## src/rtl/tx_polyphase_interp.sv

```systemverilog
// tx_polyphase_interp: transmit polyphase interpolating pulse-shaping filter.
// Symbols (1s17) enter a 2-entry FIFO through ready/valid. Each accepted
// sam_clk_en produces one output phase. One time-shared MAC sums
// TAPS_PER_PHASE products h[k*UPSAMPLE+p]*s[k] and keeps acc >>> WIDTH.
// Build option: define TX_INTERP_SAT_EN to clamp the result to WIDTH bits.
// Without it, the result wraps to its low WIDTH bits.
module tx_polyphase_interp #(
    parameter int WIDTH          = 18,
    parameter int UPSAMPLE       = 4,
    parameter int TAPS_PER_PHASE = 4,
    localparam int NCOEF = UPSAMPLE * TAPS_PER_PHASE,
    localparam int AW    = (NCOEF > 1) ? $clog2(NCOEF) : 1,
    localparam int PW    = (UPSAMPLE > 1) ? $clog2(UPSAMPLE) : 1,
    localparam int KW    = (TAPS_PER_PHASE > 1) ? $clog2(TAPS_PER_PHASE) : 1
) (
    input  logic             sys_clk,
    input  logic             reset,
    input  logic             sam_clk_en,
    input  logic [WIDTH-1:0] in_data,
    input  logic             in_valid,
    output logic             in_ready,
    input  logic             coef_wr_en,
    input  logic [AW-1:0]    coef_addr,
    input  logic [WIDTH-1:0] coef_data,
    output logic [WIDTH-1:0] y,
    output logic             y_valid,
    output logic             underflow,
    output logic             overrun
);

    localparam int ACC_W = 2 * WIDTH + KW;
    localparam int SH_W  = ACC_W - WIDTH;

    typedef enum logic [1:0] {IDLE = 2'd0, MAC = 2'd1, OUT = 2'd2} state_t;

    state_t                  state_q;
    logic [PW-1:0]           p_q, ph_q;
    logic [KW-1:0]           k_q;
    logic signed [ACC_W-1:0] acc_q;
    logic [WIDTH-1:0]        y_q, y_d;
    logic                    y_valid_q, underflow_q, overrun_q;
    logic signed [WIDTH-1:0] s_q [TAPS_PER_PHASE];
    logic [WIDTH-1:0]        coef_q [NCOEF];

    logic signed [WIDTH-1:0] fifo_q [2];
    logic                    wr_ptr_q, rd_ptr_q;
    logic [1:0]              cnt_q, cnt_d;
    logic                    accept, push, pop, fifo_empty;

    logic [AW-1:0]           caddr;
    logic signed [2*WIDTH:0] h_ext, s_ext, prod_full;
    logic signed [2*WIDTH-1:0] prod;
    logic                    unused_bits;

    // Result reduction from the shifted accumulator down to WIDTH bits
`ifdef TX_INTERP_SAT_EN
    function automatic logic [WIDTH-1:0] reduce_res(input logic signed [SH_W-1:0] v);
        logic [SH_W-WIDTH:0] hi;
        hi = v[SH_W-1:WIDTH-1];
        if ((&hi) || !(|hi)) return v[WIDTH-1:0];
        else if (v[SH_W-1])  return {1'b1, {(WIDTH-1){1'b0}}};
        else                 return {1'b0, {(WIDTH-1){1'b1}}};
    endfunction
    assign y_d = reduce_res(acc_q[ACC_W-1:WIDTH]);
`else
    function automatic logic [WIDTH-1:0] reduce_res(input logic signed [WIDTH-1:0] v);
        return v;
    endfunction
    assign y_d = reduce_res(acc_q[2*WIDTH-1:WIDTH]);
`endif

    assign accept     = sam_clk_en && (state_q == IDLE);
    assign fifo_empty = (cnt_q == 2'd0);
    assign in_ready   = (cnt_q != 2'd2);
    assign push       = in_valid && in_ready;
    assign pop        = accept && (p_q == '0) && !fifo_empty;

    assign y         = y_q;
    assign y_valid   = y_valid_q;
    assign underflow = underflow_q;
    assign overrun   = overrun_q;

    // Coefficient is unsigned 0s18, symbol is signed 1s17; product fits 1s35
    always_comb begin
        caddr     = AW'(int'(k_q) * UPSAMPLE + int'(ph_q));
        h_ext     = {{(WIDTH+1){1'b0}}, coef_q[caddr]};
        s_ext     = {{(WIDTH+1){s_q[k_q][WIDTH-1]}}, s_q[k_q]};
        prod_full = h_ext * s_ext;
        prod      = prod_full[2*WIDTH-1:0];
    end

    assign unused_bits = ^{acc_q, prod_full[2*WIDTH]};

    // FIFO occupancy next state; simultaneous push and pop leave it unchanged
    always_comb begin
        cnt_d = cnt_q;
        if (push && !pop)      cnt_d = cnt_q + 2'd1;
        else if (pop && !push) cnt_d = cnt_q - 2'd1;
    end

    // Runtime-writable coefficient bank; MAC reads see the pre-write value
    always_ff @(posedge sys_clk or negedge reset) begin
        if (!reset) begin
            for (int i = 0; i < NCOEF; i++) coef_q[i] <= '0;
        end else if (coef_wr_en) begin
            coef_q[coef_addr] <= coef_data;
        end
    end

    // Two-entry symbol FIFO
    always_ff @(posedge sys_clk or negedge reset) begin
        if (!reset) begin
            fifo_q[0] <= '0;
            fifo_q[1] <= '0;
            wr_ptr_q  <= 1'b0;
            rd_ptr_q  <= 1'b0;
            cnt_q     <= 2'd0;
        end else begin
            if (push) begin
                fifo_q[wr_ptr_q] <= in_data;
                wr_ptr_q         <= ~wr_ptr_q;
            end
            if (pop) rd_ptr_q <= ~rd_ptr_q;
            cnt_q <= cnt_d;
        end
    end

    // Control FSM: strobe/pop in IDLE, one MAC per cycle, register output in OUT
    always_ff @(posedge sys_clk or negedge reset) begin
        if (!reset) begin
            state_q     <= IDLE;
            p_q         <= '0;
            ph_q        <= '0;
            k_q         <= '0;
            acc_q       <= '0;
            y_q         <= '0;
            y_valid_q   <= 1'b0;
            underflow_q <= 1'b0;
            overrun_q   <= 1'b0;
            for (int i = 0; i < TAPS_PER_PHASE; i++) s_q[i] <= '0;
        end else begin
            y_valid_q   <= 1'b0;
            underflow_q <= 1'b0;
            overrun_q   <= sam_clk_en && (state_q != IDLE);
            case (state_q)
                IDLE: begin
                    if (sam_clk_en) begin
                        ph_q    <= p_q;
                        p_q     <= (p_q == PW'(UPSAMPLE - 1)) ? '0 : p_q + PW'(1);
                        acc_q   <= '0;
                        k_q     <= '0;
                        state_q <= MAC;
                        if (p_q == '0) begin
                            for (int i = TAPS_PER_PHASE - 1; i > 0; i--) s_q[i] <= s_q[i-1];
                            s_q[0]      <= fifo_empty ? '0 : fifo_q[rd_ptr_q];
                            underflow_q <= fifo_empty;
                        end
                    end
                end
                MAC: begin
                    acc_q <= acc_q + {{(ACC_W-2*WIDTH){prod[2*WIDTH-1]}}, prod};
                    if (k_q == KW'(TAPS_PER_PHASE - 1)) state_q <= OUT;
                    else                                k_q     <= k_q + KW'(1);
                end
                OUT: begin
                    y_q       <= y_d;
                    y_valid_q <= 1'b1;
                    state_q   <= IDLE;
                end
                default: state_q <= IDLE;
            endcase
        end
    end

endmodule

```

## config.mk

```make
export PLATFORM = sky130hd
export DESIGN_NAME = tx_polyphase_interp
export DESIGN_NICKNAME = d
export VERILOG_FILES = /design/src/rtl/tx_polyphase_interp.sv
export SDC_FILE = /design/constraint.sdc
export NUM_CORES = 2
export LEC_CHECK = 0
export CORE_ASPECT_RATIO = 1.5
export CORE_UTILIZATION = 50
export CTS_CLUSTER_SIZE = 10
export DETAILED_ROUTE_END_ITERATION = 10
export PLACE_DENSITY = 0.72
export SLEW_MARGIN = 20
export SYNTH_ARGS = -nofsm -noshare
export SYNTH_HDL_FRONTEND = slang
export SYNTH_SLANG_ARGS = --single-unit
```

## constraint.sdc

```tcl
create_clock -name sys_clk -period 26.3 [get_ports sys_clk]
set_input_delay 3.945 -clock sys_clk [delete_from_list [all_inputs] [get_ports sys_clk]]
set_output_delay 3.945 -clock sys_clk [all_outputs]
set_load 0.01 [all_outputs]
```

==> results.cfg <==
[route]
ant_nets = 0
dr.first_iter.drc_count = 954
drtPass1Iterations = 6
detail_route.wl_per_cell_um = 20.8
drcViolationCount = 0
wirelength_mm = 78.0
via_count = 21300
detail_route.vias_per_cell = 5.69

[placed_design]
gp_routability_congestion = 0.963
dpl.hpwl_mm = 56.3
numPortBuffers = 66

[floorplanning]
floorplan.core_area_um2 = 64500
vertical_die_dimension_um = 314
die_width_um = 210
start_util = 0.505
die-area_um2 = 66100
row_count = 114
design.portCount = 67

[grt]
gr_util_all_layers = 0.243
global_route_layer_with_the_greatest_usage = met2
met2_capacity_usage_during_global_routing = 0.446
grt_remaining_overflow = 0
grt_use_met1 = 0.282
global_route_wire_length_before_repair_mm = 125
use_met3 = 0.0309
grt_start_max_net_pins = 193
via_count_of_the_first_global_routing_pass = 23500
grt_antenna_before_repair = 2

[clock_network]
cts_inserted_buffers = 52
cts_tree = done
cts.repair.resized = 0
postCtsHoldBufs = 0
clkTransAtPathRegs_ps = 60
cts.sink_count = 465
clockBufferDepth = 3
post-cts-setup-buffers = 0
htreeDepth = 2
cts.root.buffer_cell = sky130_fd_sc_hd__clkbuf_16
clk_latency_ps = 620

[worst_setup_path]
timing.critical_path.buf_inv = 6
timing.reg2reg.setup_slack_ps = 15520
timing.setup.critical_path_class = reg -> reg
critPathCaptureType = register
worst_path_max_delay_cell = sky130_fd_sc_hd__dfrtp_4
worst-endpoint-arrival_ps = 11230
ff2ff_path_depth = 34
critical_path.reg2reg.endpoint = acc_q[35]
critical_path.max_stage_delay_ps = 960
timing.rr.start = ph_q[0]
timing.critical_path.mode_cell = sky130_fd_sc_hd__fa_1
timing.critical_path.required_ps = 26750
cp_max_fo = 40
family_with_the_most_delay_on_the_worst_path = adder cells
startpoint_type = register

[synth]
dominantRegCellSynth = sky130_fd_sc_hd__dfrtp_1
number_of_synthesis_warnings = 0
unique_cell_type_count_in_the_yosys_netlist = 64
yosys.area.top_type = sky130_fd_sc_hd__dfrtp_1
post_synth_xor_xnor_area = 0.0180
synthesis.area_um2 = 32500
synth-seq-cells = 465
most_instantiated_cells_after_synthesis = sky130_fd_sc_hd__dfrtp_1 (465), sky130_fd_sc_hd__mux2_2 (422), sky130_fd_sc_hd__inv_1 (352)
post_synth.cell_area_avg_um2 = 11.5
yosys.area_share.simple = 0.0711
syn_inst = 2829
synth_seq_area_share = 0.358
most_area_consuming_cells_after_synthesis = sky130_fd_sc_hd__dfrtp_1 (36%), sky130_fd_sc_hd__fa_1 (16%), sky130_fd_sc_hd__mux2_2 (15%)
mappedNetlistNets = 3299
async_flop_share = 1.00
synth_top_family_by_area = adder cells
synth_compound_gate_area_share = 0.0566
synthDominantCellAreaShare = 0.358
synth_edf_count = 0
most_used_standard_cell_by_instance_count_after_synthesis = sky130_fd_sc_hd__dfrtp_1
yosys.area_share.adder = 0.223
synth.area.mux_share = 0.217

[run]
maxCapViolations = 0

[sta]
totalNegativeSetupSlack_ps = 0
period_needed_ps = 10780
max-slew-margin-rel = 0.228
finalCritPeriodShare = 0.410
rsz0062_at_grt = false
tightest_slew_ps = 1150
finClkSkew_ps = 33.6
slew_violations = 0
hold_violations = 0
maxClockFrequency_mhz = 92.7
timing.final.setup_violations = 0

[final_layout]
areaGrowthSynthToFinish_pct = 9.46
layout-drive-gt1-share = 0.222
count_of_nets_after_finishing = 3332

[status]
status = finished clean

[min_path]
worst_hold_startpoint = acc_q[14]
min_path_cells = 2
hold_path_end = acc_q[14]
hold_path.class = reg -> reg
[cells in the final DEF, fill, tap and decap left out, types with 8 or more instances in the layout]
cell type                         instances
sky130_fd_sc_hd__a21o_1                  29
sky130_fd_sc_hd__clkdlybuf4s50_1         65
sky130_fd_sc_hd__fa_1                   257
sky130_fd_sc_hd__o22ai_1                 13
sky130_fd_sc_hd__o21a_1                  28
sky130_fd_sc_hd__mux4_2                  85
sky130_fd_sc_hd__o21bai_1                 9
sky130_fd_sc_hd__xnor2_1                 38
sky130_fd_sc_hd__inv_1                  352
sky130_fd_sc_hd__nand2_1                243
sky130_fd_sc_hd__o21ai_1                 12
sky130_fd_sc_hd__and2_1                   9
sky130_fd_sc_hd__buf_4                   37
sky130_fd_sc_hd__a21oi_1                 47
sky130_fd_sc_hd__dfrtp_1                461
sky130_fd_sc_hd__mux2_2                 422
sky130_fd_sc_hd__mux2i_1                 41
sky130_fd_sc_hd__ha_1                   168
sky130_fd_sc_hd__clkbuf_16               52
sky130_fd_sc_hd__nor2b_1                  8
sky130_fd_sc_hd__nand2b_1                24
sky130_fd_sc_hd__o21ai_0                 76
sky130_fd_sc_hd__xor2_1                  29
sky130_fd_sc_hd__nand3_1                  8
sky130_fd_sc_hd__nor2_1                 218
[cell families after synthesis]
group	after synthesis
fa+ha+maj	425
mux	548
xor+xnor	67
flops	465
simple gates	559
compound gates	285
buf+inv	480
[how the worst max path moves through the flow]
| stage | start | end | slack [ps] | depth (start not counted) |
|---|---|---|---|---|
| after floorplan | ph_q[0] | acc_q[35] | 17430 | 36 |
| after global placement | ph_q[0] | acc_q[35] | 15660 | 34 |
| after detailed placement | ph_q[0] | acc_q[35] | 15570 | 34 |
| after CTS | ph_q[0] | acc_q[35] | 15520 | 34 |
| after global routing | ph_q[0] | acc_q[35] | 14760 | 34 |
| final | ph_q[0] | acc_q[35] | 15520 | 34 |
[registers in the layout, summed over array words and instances (netlist names)]
name and flops:
fifo_q 36, k_q 2, acc_q 36, overrun 1, rd_ptr_q 1, state_q 2, ph_q 2, p_q 2
cnt_q 2, y 18, underflow 1, wr_ptr_q 1, coef_q 288, y_valid 1, s_q 72
[stage by stage]
step / instances / hold WS, ps / worst slack [ps] / instance area, um^2 / utilization
3_5_place_dp: 3676 / 483 / 15570 / 34200 / 0.530
4_1_cts: 3737 / 496 / 15520 / 35600 / 0.551
6_report: 3740 / 494 / 15520 / 35600 / 0.552
3_3_place_gp: 3676 / 471 / 15660 / 34200 / 0.530
5_1_grt: 3740 / 512 / 14760 / 35600 / 0.552
2_1_floorplan: 2829 / 455 / 17430 / 32500 / -
[worst register-to-register path: cells and delay by family, from the launching register on]
kind / cells / cell delay, ps
adders and majority gates: 8 / 3750
AOI/OAI and AO/OA: 14 / 2700
buffers and inverters: 6 / 1270
muxes: 2 / 1250
DFF: 1 / 960
and+or+nand+nor: 2 / 380
xor gates and xnor gates: 2 / 300
[metal layers]
layer	wire, um	up-vias
li1	-	9493
met1	29800	11100
met5	12	-
met2	41800	516
met3	3040	195
met4	3380	2
[area by class of cell]
cell class	count	area, um^2
Antenna cell	1	2.50
Tap cell	870	1090
Timing Repair Buffer	106	1020
Multi-Input combinational cell	1884	19100
Clock inverter	3	58.8
Clock buffer	58	1330
Inverter	353	1330
Sequential cell	465	11600
Fill cell	5383	28900
Power is left out: the tool's default activity adds up to more than one toggle a clock period on the data nets, which glitch-free logic cannot reach.
